**config.mk**
```make
export PLATFORM = sky130hd
export DESIGN_NAME = decoder_8b10b
export DESIGN_NICKNAME = d
export VERILOG_FILES = /design/src/rtl/pcie_8b10b_pkg.sv /design/src/rtl/decoder_8b10b_lut.sv /design/src/rtl/decoder_8b10b.sv
export SDC_FILE = /design/constraint.sdc
export NUM_CORES = 1
export LEC_CHECK = 0
export ABC_CLOCK_PERIOD_IN_PS = 2550
export CAP_MARGIN = 20
export CORE_MARGIN = 5
export CORE_UTILIZATION = 45
export CTS_BUF_LIST = sky130_fd_sc_hd__clkbuf_8 sky130_fd_sc_hd__clkbuf_16
export CTS_CLUSTER_SIZE = 16
export DETAILED_ROUTE_END_ITERATION = 8
export GPL_ROUTABILITY_DRIVEN = 0
export PLACE_DENSITY = 0.66
export SLEW_MARGIN = 20
export SYNTH_ARGS = -nofsm -noshare
export SYNTH_HDL_FRONTEND = slang
export SYNTH_SLANG_ARGS = --single-unit
```
**constraint.sdc**
```tcl
create_clock -name clk_i -period 2.55 [get_ports clk_i]
set_input_delay 0.255 -clock clk_i [delete_from_list [all_inputs] [get_ports clk_i]]
set_output_delay 0.255 -clock clk_i [all_outputs]
set_load 0.03 [all_outputs]
```
**src/rtl/pcie_8b10b_pkg.sv**
```systemverilog
// Shared 8b/10b definitions for the PCIe physical layer encoder and decoder:
// K code bytes, comma patterns, disparity/RD types and the lock FSM states.
package pcie_8b10b_pkg;

  typedef enum logic {
    RD_NEG = 1'b0,
    RD_POS = 1'b1
  } rd_e;

  typedef enum logic [1:0] {
    ST_UNLOCKED = 2'd0,
    ST_CHECK    = 2'd1,
    ST_LOCKED   = 2'd2
  } lock_state_e;

  typedef enum logic [1:0] {
    DISP_ZERO = 2'd0,
    DISP_POS  = 2'd1,
    DISP_NEG  = 2'd2
  } disp_e;

  localparam logic [7:0] K28_0 = 8'h1C;
  localparam logic [7:0] K28_1 = 8'h3C;
  localparam logic [7:0] K28_2 = 8'h5C;
  localparam logic [7:0] K28_3 = 8'h7C;
  localparam logic [7:0] K28_4 = 8'h9C;
  localparam logic [7:0] K28_5 = 8'hBC;
  localparam logic [7:0] K28_6 = 8'hDC;
  localparam logic [7:0] K28_7 = 8'hFC;
  localparam logic [7:0] K23_7 = 8'hF7;
  localparam logic [7:0] K27_7 = 8'hFB;
  localparam logic [7:0] K29_7 = 8'hFD;
  localparam logic [7:0] K30_7 = 8'hFE;

  localparam logic [9:0] COMMA_K28_1_RDN = 10'h0F9;
  localparam logic [9:0] COMMA_K28_1_RDP = 10'h306;
  localparam logic [9:0] COMMA_K28_5_RDN = 10'h0FA;
  localparam logic [9:0] COMMA_K28_5_RDP = 10'h305;
  localparam logic [9:0] COMMA_K28_7_RDN = 10'h0F8;
  localparam logic [9:0] COMMA_K28_7_RDP = 10'h307;

  // 6b sub-blocks that only ever occur as part of K28.y
  localparam logic [5:0] SB6_K28_RDN = 6'b001111;
  localparam logic [5:0] SB6_K28_RDP = 6'b110000;

  function automatic logic is_comma(input logic [7:0] b);
    return (b == K28_1) || (b == K28_5) || (b == K28_7);
  endfunction

  // Out-of-table sub-blocks still report the sign of their imbalance.
  function automatic disp_e disp_of6(input logic [5:0] sb);
    int unsigned ones;
    ones = $countones(sb);
    if (ones > 32'd3) return DISP_POS;
    if (ones < 32'd3) return DISP_NEG;
    return DISP_ZERO;
  endfunction

  function automatic disp_e disp_of4(input logic [3:0] sb);
    int unsigned ones;
    ones = $countones(sb);
    if (ones > 32'd2) return DISP_POS;
    if (ones < 32'd2) return DISP_NEG;
    return DISP_ZERO;
  endfunction

  function automatic logic [3:0] sat_inc4(input logic [3:0] v);
    return (v == 4'hF) ? v : v + 4'd1;
  endfunction

endpackage

```
**src/rtl/decoder_8b10b_lut.sv**
```systemverilog
// Combinational 6b->5b and 4b->3b lookup for one 10-bit symbol {abcdei,fghj}.
module decoder_8b10b_lut
  import pcie_8b10b_pkg::*;
(
  input  logic [9:0] symbol_i,
  output logic [4:0] dec5_o,
  output logic       valid6_o,
  output disp_e      disp6_o,
  output logic       k6_o,
  output logic [2:0] dec3_o,
  output logic       valid4_o,
  output disp_e      disp4_o,
  output logic       k4_o
);

  logic [5:0] sb6;
  logic [3:0] sb4;
  logic [3:0] sb4_lu;

  assign sb6 = symbol_i[9:4];
  assign sb4 = symbol_i[3:0];
  // K28.y at RD+ is the bitwise complement of its RD- form, so the neutral
  // 4b codes must be looked up inverted to recover y.
  assign sb4_lu = (sb6 == SB6_K28_RDP) ? ~sb4 : sb4;

  assign disp6_o = disp_of6(sb6);
  assign disp4_o = disp_of4(sb4);

  always_comb begin
    dec5_o   = '0;
    valid6_o = 1'b1;
    k6_o     = 1'b0;
    case (sb6)
      6'b100111, 6'b011000: dec5_o = 5'd0;
      6'b011101, 6'b100010: dec5_o = 5'd1;
      6'b101101, 6'b010010: dec5_o = 5'd2;
      6'b110001:            dec5_o = 5'd3;
      6'b110101, 6'b001010: dec5_o = 5'd4;
      6'b101001:            dec5_o = 5'd5;
      6'b011001:            dec5_o = 5'd6;
      6'b111000, 6'b000111: dec5_o = 5'd7;
      6'b111001, 6'b000110: dec5_o = 5'd8;
      6'b100101:            dec5_o = 5'd9;
      6'b010101:            dec5_o = 5'd10;
      6'b110100:            dec5_o = 5'd11;
      6'b001101:            dec5_o = 5'd12;
      6'b101100:            dec5_o = 5'd13;
      6'b011100:            dec5_o = 5'd14;
      6'b010111, 6'b101000: dec5_o = 5'd15;
      6'b011011, 6'b100100: dec5_o = 5'd16;
      6'b100011:            dec5_o = 5'd17;
      6'b010011:            dec5_o = 5'd18;
      6'b110010:            dec5_o = 5'd19;
      6'b001011:            dec5_o = 5'd20;
      6'b101010:            dec5_o = 5'd21;
      6'b011010:            dec5_o = 5'd22;
      6'b111010, 6'b000101: dec5_o = 5'd23;
      6'b110011, 6'b001100: dec5_o = 5'd24;
      6'b100110:            dec5_o = 5'd25;
      6'b010110:            dec5_o = 5'd26;
      6'b110110, 6'b001001: dec5_o = 5'd27;
      6'b001110:            dec5_o = 5'd28;
      6'b101110, 6'b010001: dec5_o = 5'd29;
      6'b011110, 6'b100001: dec5_o = 5'd30;
      6'b101011, 6'b010100: dec5_o = 5'd31;
      6'b001111, 6'b110000: begin
        dec5_o = 5'd28;
        k6_o   = 1'b1;
      end
      default: valid6_o = 1'b0;
    endcase
  end

  always_comb begin
    dec3_o   = '0;
    valid4_o = 1'b1;
    k4_o     = 1'b0;
    case (sb4_lu)
      4'b1011, 4'b0100: dec3_o = 3'd0;
      4'b1001:          dec3_o = 3'd1;
      4'b0101:          dec3_o = 3'd2;
      4'b1100, 4'b0011: dec3_o = 3'd3;
      4'b1101, 4'b0010: dec3_o = 3'd4;
      4'b1010:          dec3_o = 3'd5;
      4'b0110:          dec3_o = 3'd6;
      4'b1110, 4'b0001: dec3_o = 3'd7;
      4'b0111, 4'b1000: begin
        dec3_o = 3'd7;
        k4_o   = 1'b1;
      end
      default: valid4_o = 1'b0;
    endcase
  end

endmodule

```
**src/rtl/decoder_8b10b.sv**
```systemverilog
// 8b/10b receive decoder: table lookup, running-disparity tracking, code and
// disparity error flags, and a comma-keyed symbol lock state machine.
module decoder_8b10b
  import pcie_8b10b_pkg::*;
#(
  parameter int unsigned LOCK_COUNT = 4,
  parameter int unsigned ERR_LIMIT  = 4
) (
  input  logic       clk_i,
  input  logic       reset_i,
  input  logic [9:0] symbol_i,
  input  logic       symbol_valid_i,
  output logic [7:0] data_o,
  output logic       is_special_k_o,
  output logic       data_valid_o,
  output logic       code_err_o,
  output logic       disp_err_o,
  output logic       rd_o,
  output logic       locked_o
);

  localparam logic [3:0] LOCK_CNT4 = 4'(LOCK_COUNT);
  localparam logic [3:0] ERR_LIM4  = 4'(ERR_LIMIT);

  logic [4:0] dec5;
  logic       valid6;
  disp_e      disp6;
  logic       k6;
  logic [2:0] dec3;
  logic       valid4;
  disp_e      disp4;
  logic       k4;

  decoder_8b10b_lut u_lut (
    .symbol_i (symbol_i),
    .dec5_o   (dec5),
    .valid6_o (valid6),
    .disp6_o  (disp6),
    .k6_o     (k6),
    .dec3_o   (dec3),
    .valid4_o (valid4),
    .disp4_o  (disp4),
    .k4_o     (k4)
  );

  rd_e         rd_q, rd_d, rd_mid;
  logic [7:0]  data_q, data_d;
  logic        k_q, k_d;
  logic        code_err_q, code_err_d;
  logic        disp_err_q, disp_err_d;
  logic        valid_q;
  lock_state_e state_q, state_d;
  logic [3:0]  good_q, good_d;
  logic [3:0]  bad_q, bad_d;

  logic k_cand;
  logic pair_err;
  logic any_err;
  logic comma;

  always_comb begin
    disp_err_d = 1'b0;
    rd_mid     = rd_q;
    if (disp6 == DISP_POS) begin
      disp_err_d = (rd_q == RD_POS);
      rd_mid     = RD_POS;
    end else if (disp6 == DISP_NEG) begin
      disp_err_d = (rd_q == RD_NEG);
      rd_mid     = RD_NEG;
    end

    rd_d = rd_mid;
    if (disp4 == DISP_POS) begin
      disp_err_d = disp_err_d | (rd_mid == RD_POS);
      rd_d       = RD_POS;
    end else if (disp4 == DISP_NEG) begin
      disp_err_d = disp_err_d | (rd_mid == RD_NEG);
      rd_d       = RD_NEG;
    end
  end

  // The A7 4b code is legal only as Kx.7 (x = 23,27,29,30) or as the
  // run-length-limiting Dx.7 for x = 11,13,14,17,18,20.
  always_comb begin
    k_cand   = 1'b0;
    pair_err = 1'b0;
    if (k6) begin
      k_cand = 1'b1;
    end else if (k4) begin
      if (dec5 inside {5'd23, 5'd27, 5'd29, 5'd30}) begin
        k_cand = 1'b1;
      end else if (!(dec5 inside {5'd11, 5'd13, 5'd14, 5'd17, 5'd18, 5'd20})) begin
        pair_err = 1'b1;
      end
    end
    code_err_d = !valid6 || !valid4 || pair_err;
    any_err    = code_err_d || disp_err_d;
    k_d        = k_cand && !any_err;
    data_d     = {dec3, dec5};
    comma      = k_d && is_comma(data_d);
  end

  always_comb begin
    state_d = state_q;
    good_d  = good_q;
    bad_d   = bad_q;
    if (symbol_valid_i) begin
      case (state_q)
        ST_UNLOCKED: begin
          if (comma) begin
            state_d = ST_CHECK;
            good_d  = '0;
          end
        end
        ST_CHECK: begin
          if (any_err) begin
            state_d = ST_UNLOCKED;
            good_d  = '0;
          end else begin
            good_d = sat_inc4(good_q);
            if (good_d >= LOCK_CNT4) begin
              state_d = ST_LOCKED;
              bad_d   = '0;
            end
          end
        end
        ST_LOCKED: begin
          if (any_err) begin
            bad_d = sat_inc4(bad_q);
            if (bad_d >= ERR_LIM4) begin
              state_d = ST_UNLOCKED;
              bad_d   = '0;
              good_d  = '0;
            end
          end else begin
            bad_d = '0;
          end
        end
        default: state_d = ST_UNLOCKED;
      endcase
    end
  end

  always_ff @(posedge clk_i or posedge reset_i) begin
    if (reset_i) begin
      rd_q       <= RD_NEG;
      data_q     <= '0;
      k_q        <= 1'b0;
      code_err_q <= 1'b0;
      disp_err_q <= 1'b0;
      valid_q    <= 1'b0;
      state_q    <= ST_UNLOCKED;
      good_q     <= '0;
      bad_q      <= '0;
    end else begin
      valid_q <= symbol_valid_i;
      state_q <= state_d;
      good_q  <= good_d;
      bad_q   <= bad_d;
      if (symbol_valid_i) begin
        rd_q       <= rd_d;
        data_q     <= data_d;
        k_q        <= k_d;
        code_err_q <= code_err_d;
        disp_err_q <= disp_err_d;
      end
    end
  end

  assign data_o         = data_q;
  assign is_special_k_o = k_q;
  assign data_valid_o   = valid_q;
  assign code_err_o     = code_err_q;
  assign disp_err_o     = disp_err_q;
  assign rd_o           = (rd_q == RD_POS);
  assign locked_o       = (state_q == ST_LOCKED);

endmodule

```
[Word level (Yosys, flattened, before mapping)]
Cells that the tools add are included.
Word-level totals
  register bits after elaboration: 23
  latch bits: 0
  memory bits (writable): 0
  memory bits (read-only): 0
  input bits: 13
  output and inout port bits: 14
  logic and storage cells: 212
  memories kept: 0
Operators by class
  add/subtract/negate cells: 10
  $mul: 0
  div/mod/pow operators: 0
  order comparisons: 6
  equal/unequal tests: 89
  shift operators: 0
  mux-type cells: 54
  bitwise operators: 5
  reduce and logical (&&, ||, !) cells: 39
Operators with widths (number)
  case mux 5 bit (31 select lines): 1
  == test 6 bit (second input constant): 24
  adder 32 bit: 3
  == test 6 x 5 -> 1 bit (second input constant): 14
  greater-than comparator 32 x 2 -> 1 bit (second input constant): 2
  less-than comparator 32 x 2 -> 1 bit (second input constant): 2
  OR reduction 48 bit: 1
  2-to-1 mux 4 bit: 11
  == test 6 x 4 -> 1 bit (second input constant): 7
  == test 4 bit (second input constant): 9
  == test 5 bit (second input constant): 7
  OR reduction 2 bit: 17
  2-to-1 mux 2 bit: 13
  2-to-1 mux 1 bit: 25
  case mux 3 bit (7 select lines): 1
  == test 6 x 3 -> 1 bit (second input constant): 3
  == test 4 x 3 -> 1 bit (second input constant): 4
  == test 8 bit (second input constant): 2
  == test 5 x 4 -> 1 bit (second input constant): 3
  OR reduction 14 bit: 1
  case mux 4 bit (3 select lines): 1
  adder 1 x 1 -> 2 bit: 5
  AND reduction 5 bit: 2
  adder 4 x 1 -> 4 bit (second input constant): 2
  other kinds (25): 43

[Longest topological paths before layout]
  depth after elaboration: 21
  gate-level depth with buffers: 16
  gate-level depth less buffers: 14

[By module]
A second synthesis with hierarchy kept.
Unflattened totals
  cells, all modules: 306
  area, all modules: 2542.4 um^2
Modules (own cells, without submodules)
  decoder_8b10b: times used 1, cells an instance 132, area an instance 1386.3 um^2, sequential area each 575.6 um^2
  decoder_8b10b_lut: times used 1, cells an instance 174, area an instance 1156.1 um^2, sequential area each 0.0 um^2

[Least setup slack after synthesis]
No wires, ideal clock.
  kind: input to register
  start: input symbol_i[6]
  end: register good_q[0]
  setup time: 0.125 ns
  data arrival time: 3.089 ns
  data required time: 2.425 ns
  path slack: -0.664 ns
  stages: 15
  buffers on the path: 2
  cell sequence: ha_1 -> buf_2 -> inv_1 -> fa_1 -> inv_1 -> ha_1 -> nand2b_1 -> a311oi_1 -> nor3_1 -> and2_1 -> a21boi_2 -> a22o_1 -> buf_6 -> a211o_1 -> mux2_4
Between the ends
  longest elaborated chain between the ends: 21
  elaborated cells between the ends (all ways): 149
  classes of those cells: add/sub: 3; order compare: 2; eq/ne: 79; mux: 28; bitwise: 3; reduce/logical: 34
Ends and longest elaborated chain
  from (decl): RTL line decoder_8b10b.sv:11  | input logic [9:0] symbol_i,
  adder 1 x 1 -> 2 bit (not written as such): RTL line pcie_8b10b_pkg.sv:53  | ones = $countones(sb);
  adder 32 bit (not written as such) (2 in series): RTL line pcie_8b10b_pkg.sv:53
  less-than comparator 32 x 2 -> 1 bit: RTL line pcie_8b10b_pkg.sv:55  | if (ones < 32'd3) return DISP_NEG;
  2-to-1 mux 1 bit (2 in series): RTL line pcie_8b10b_pkg.sv:55
  2-to-1 mux 2 bit: RTL line pcie_8b10b_pkg.sv:56  | return DISP_ZERO;
  2-to-1 mux 2 bit: RTL line pcie_8b10b_pkg.sv:55
  == test 2 bit: RTL line decoder_8b10b.sv:67  | end else if (disp6 == DISP_NEG) begin
  2-to-1 mux 1 bit: RTL line decoder_8b10b.sv:67
  [3 not listed]
  2-to-1 mux 1 bit: RTL line decoder_8b10b.sv:76  | end else if (disp4 == DISP_NEG) begin
  2-to-1 mux 1 bit: RTL line decoder_8b10b.sv:73  | if (disp4 == DISP_POS) begin
  logical OR 1 bit: RTL line decoder_8b10b.sv:97  | any_err = code_err_d || disp_err_d;
  logical NOT 1 bit: RTL line decoder_8b10b.sv:98  | k_d = k_cand && !any_err;
  logical AND 1 bit: RTL line decoder_8b10b.sv:98
  logical AND 1 bit: RTL line decoder_8b10b.sv:100  | comma = k_d && is_comma(data_d);
  inequality test 2 bit (no line)
  AND reduction 5 bit (no line)
  to (signal assigned): RTL line decoder_8b10b.sv:158  | good_q <= good_d;
  to (decl): RTL line decoder_8b10b.sv:53  | logic [3:0] good_q, good_d;
Several ways; a longest one is shown, not always the timed one. The select of a mux whose other input is x is not followed.
A chain may end at the register's enable or synchronous reset.

[Worst setup path in the final report]
  start: input symbol_i[5]
  end: register good_q[0]
Same word-level chain as after synthesis.

==> impl_metrics.py <==
metrics = {
    "status": {
        "status": "finished with violations",
        "violations": "setup timing",
    },
    "clock_network": {
        "htree_levels": 1,
        "root_buffer": "clkbuf_8",
        "cts_tree": "yes",
        "cts_buffer_depth": 2,
        "cts_made_buffers": 3,
        "clkTransAtPathRegs_ns": 0.08,
        "clk_latency_ns": 0.27,
        "cts.sinks": 23,
    },
    "timing": {
        "fin_ws_ns": -0.3844,
        "finalSetupViolCount": 10,
        "finClkSkew_ns": 0.003690,
        "fmax_mhz": 340.8,
        "worstMarginPinSlew_ns": 0.3767,
        "hold_viol": 0,
        "grt_setup_unrepaired": "yes",
        "hold_slack_ns": 0.3185,
        "fin_crit_ns": 2.934,
        "finalCritPeriodShare": 1.151,
        "slew_headroom": 0.7469,
        "maxSlewViolCount": 0,
    },
    "place": {
        "dpl_worst_slack_ns": -1.156,
        "io_buffers": 26,
        "dp_hpwl_um": 5191,
        "placed_area_um2": 3431,
        "dp_cells": 454,
    },
    "setup_path": {
        "required_ns": 2.72,
        "r2r_setup_slack_ns": 0.37,
        "cp_max_fo": 6,
        "crit_type": "input port to flip-flop",
        "timing.rr.start": "bad_q[0]$_DFFE_PP0P_",
        "reg2reg_depth": 8,
        "endpoint": "good_q[0]$_DFFE_PP0P_",
        "cp-startpoint": "symbol_i[5]",
        "end_kind": "flip-flop",
        "startpoint_type": "input port",
        "r2r-end": "good_q[0]$_DFFE_PP0P_",
        "worst_ep_arrival_time_ns": 3.10,
    },
    "global_routing": {
        "use_met2": 0.3452,
        "overflow": 0,
        "grt_use_met3": 0.02650,
        "grt_pass1_wl_um": 11810,
        "first_global_vias": 2565,
        "grt_max_degree": 24,
        "top_usage_layer": "met2",
        "antenna_found_initial": 0,
        "grt_usage": 0.1966,
        "met1_usage": 0.2547,
    },
    "synthesis": {
        "synthArstFlopShare": 1.000,
        "synth_edf_count": 0,
        "ys_types": 61,
        "yosys-top-cells-count": "nand2_1 (31), ha_1 (24), dfrtp_1 (23), inv_1 (22), o21ai_0 (20)",
        "synthCells": 300,
        "synth.area.top_cells": "dfrtp_1 (23%), ha_1 (12%), nand2_1 (4.7%), o21ai_0 (4.0%), a22o_1 (3.5%)",
        "synth_area_um2": 2496,
        "syn_avg_cell_area_um2": 8.320,
        "synth_largest_area_cell": "dfrtp_1",
        "ys_ff_latch": 23,
        "synthesis.nets": 340,
        "yosys_warnings": 0,
        "yosysTopAreaCellShare": 0.2306,
        "seq_area_frac_synth": 0.2306,
        "yosysMostFrequentCell": "nand2_1",
        "synth_top_flop_cell": "dfrtp_1",
    },
    "cells_and_area": {
        "areaGrowthSynthToFinish_pct": 48.72,
        "n_fill_cell": 414,
        "final_cell_count_no_fill": 468,
        "fin_area_um2": 3712,
        "final_core_util": 0.6825,
        "diodes": 0,
        "drive_above_1_share": 0.4242,
        "final_nets": 437,
    },
    "die": {
        "initial_utilization": 0.4589,
        "row_count": 27,
        "die_w_um": 84.48,
        "boundaryPins": 27,
        "core_um2": 5439,
        "fp.dieH_um": 84.48,
        "dieArea_um2": 7137,
    },
    "drt": {
        "drc": 0,
        "vias": 2647,
        "via_per_inst": 5.656,
        "first_pass_iters": 4,
        "drt.antenna.violating_nets": 0,
        "dr.first_iter.drc_count": 201,
        "avgRoutedWirePerCell_um": 15.14,
        "finalWirelength_um": 7087,
    },
    "pwr": {
        "p_leak_nw": 1.672,
        "vdd_drop_max_uv": 330.2,
        "power_density_nw_per_um2": 437.5,
    },
    "worst_hold_path": {
        "hold_path.class": "input port to asynchronous set/reset pin",
    },
    "flow_run": {
        "drv_cap": 0,
    },
}
==> worst min-delay path by stage <==
stage,end,slack [ns],cells past startpoint
after floorplan,bad_q[0]$_DFFE_PP0P_,0.26,1
after global placement,data_o[1]$_DFFE_PP0P_,0.49,1
after detailed placement,data_o[1]$_DFFE_PP0P_,0.50,1
after CTS,data_o[1]$_DFFE_PP0P_,0.32,3
after global routing,data_o[1]$_DFFE_PP0P_,0.36,3
final,data_o[1]$_DFFE_PP0P_,0.32,3
==> critical path, cell delays in order <==
cell       delay [ns]
buf_6            0.10
buf_6            0.11
ha_4             0.18
buf_4            0.14
and3_1           0.21
a21oi_2          0.16
nand4_1          0.17
a2111oi_4        0.42
buf_4            0.18
nor2_1           0.05
o21ai_2          0.22
a21boi_4         0.11
a22o_4           0.29
a211o_1          0.26
mux2_4           0.26
==> area by class of cell <==
type,count,area (µm²),area share
Multi-Input combinational cell,236,1997,0.5379
Timing Repair Buffer,111,920.9,0.2481
Clock buffer,3,41.29,0.01112
Inverter,22,82.58,0.02224
Clock inverter,1,5.005,0.001348
Tap cell,72,90.09,0.02427
Sequential cell,23,575.6,0.1550
==> per-stage QoR <==
stage	power (W)	TNS [ns]
floorplan	0.0009523	-1.874
global placement	0.001243	-11.78
detailed placement	0.001255	-12.01
CTS	0.001592	-2.797
global route	0.001728	-3.673
finish	0.001624	-2.596
==> logic make-up (layout without fill, tap and decap cells) <==
logic type	count (synthesis)	after routing	share of synthesized area
AND/OR/NAND/NOR	109	109	0.2301
AO/OA/AOI/OAI	92	92	0.2727
buffers and inverters	41	137	0.08220
adder cells (fa/ha/maj)	27	27	0.1444
flip-flops	23	23	0.2306
multiplexers	6	6	0.03308
XOR/XNOR	2	2	0.007019
==> placed cells by master, fill, tap and decap left out, types with 3 or more instances in the layout <==
master	instances
clkbuf_2	3
and3_1	9
buf_6	12
nor2_1	15
mux2_2	3
a211oi_2	3
clkdlybuf4s50_1	16
nand3_1	13
a21oi_1	13
buf_4	76
o21ai_2	3
or2_2	3
ha_2	7
a21oi_2	3
ha_4	7
a22o_1	9
o21ai_0	14
nand4_1	4
o21a_1	3
o21ai_1	4
dfrtp_1	23
and2_4	4
nand2_1	29
nor3_1	5
o211ai_1	3
inv_2	6
nor2b_1	4
ha_1	10
clkbuf_8	3
a31oi_1	5
inv_1	16
==> timing repair <==
| item | in CTS | in global routing |
|---|---|---|
| resized for setup | 68 | 22 |
| buffers inserted | 7 | 4 |
| pin swaps | 27 | 29 |
| hold buffers | 0 | 0 |
| setup endpoints to repair | 12 | 11 |
==> power breakdown <==
group | internal (W) | total (W) | switching, W
Clock | 0.000110 | 0.000234 | 0.000125
Sequential | 0.000416 | 0.000460 | 0.0000441
Combinational | 0.000467 | 0.000930 | 0.000463
Total | 0.000992 | 0.00162 | 0.000632
==> registers in the layout, summed over array words and instances (netlist names) <==
name            flops
good_q              4
state_q             2
disp_err_o          1
data_valid_o        1
code_err_o          1
bad_q               4
is_special_k_o      1
rd_o                1
data_o              8
==> per-layer routing <==
metal / wire, µm / part of all wire / up-vias
li1: - / - / 1291
met1: 3095 / 0.44 / 1275
met2: 3544 / 0.50 / 71
met3: 380 / 0.054 / 10
met4: 66 / 0.0093 / 0
met5: 0 / 0 / -
(Power assumes the default switching activity.)
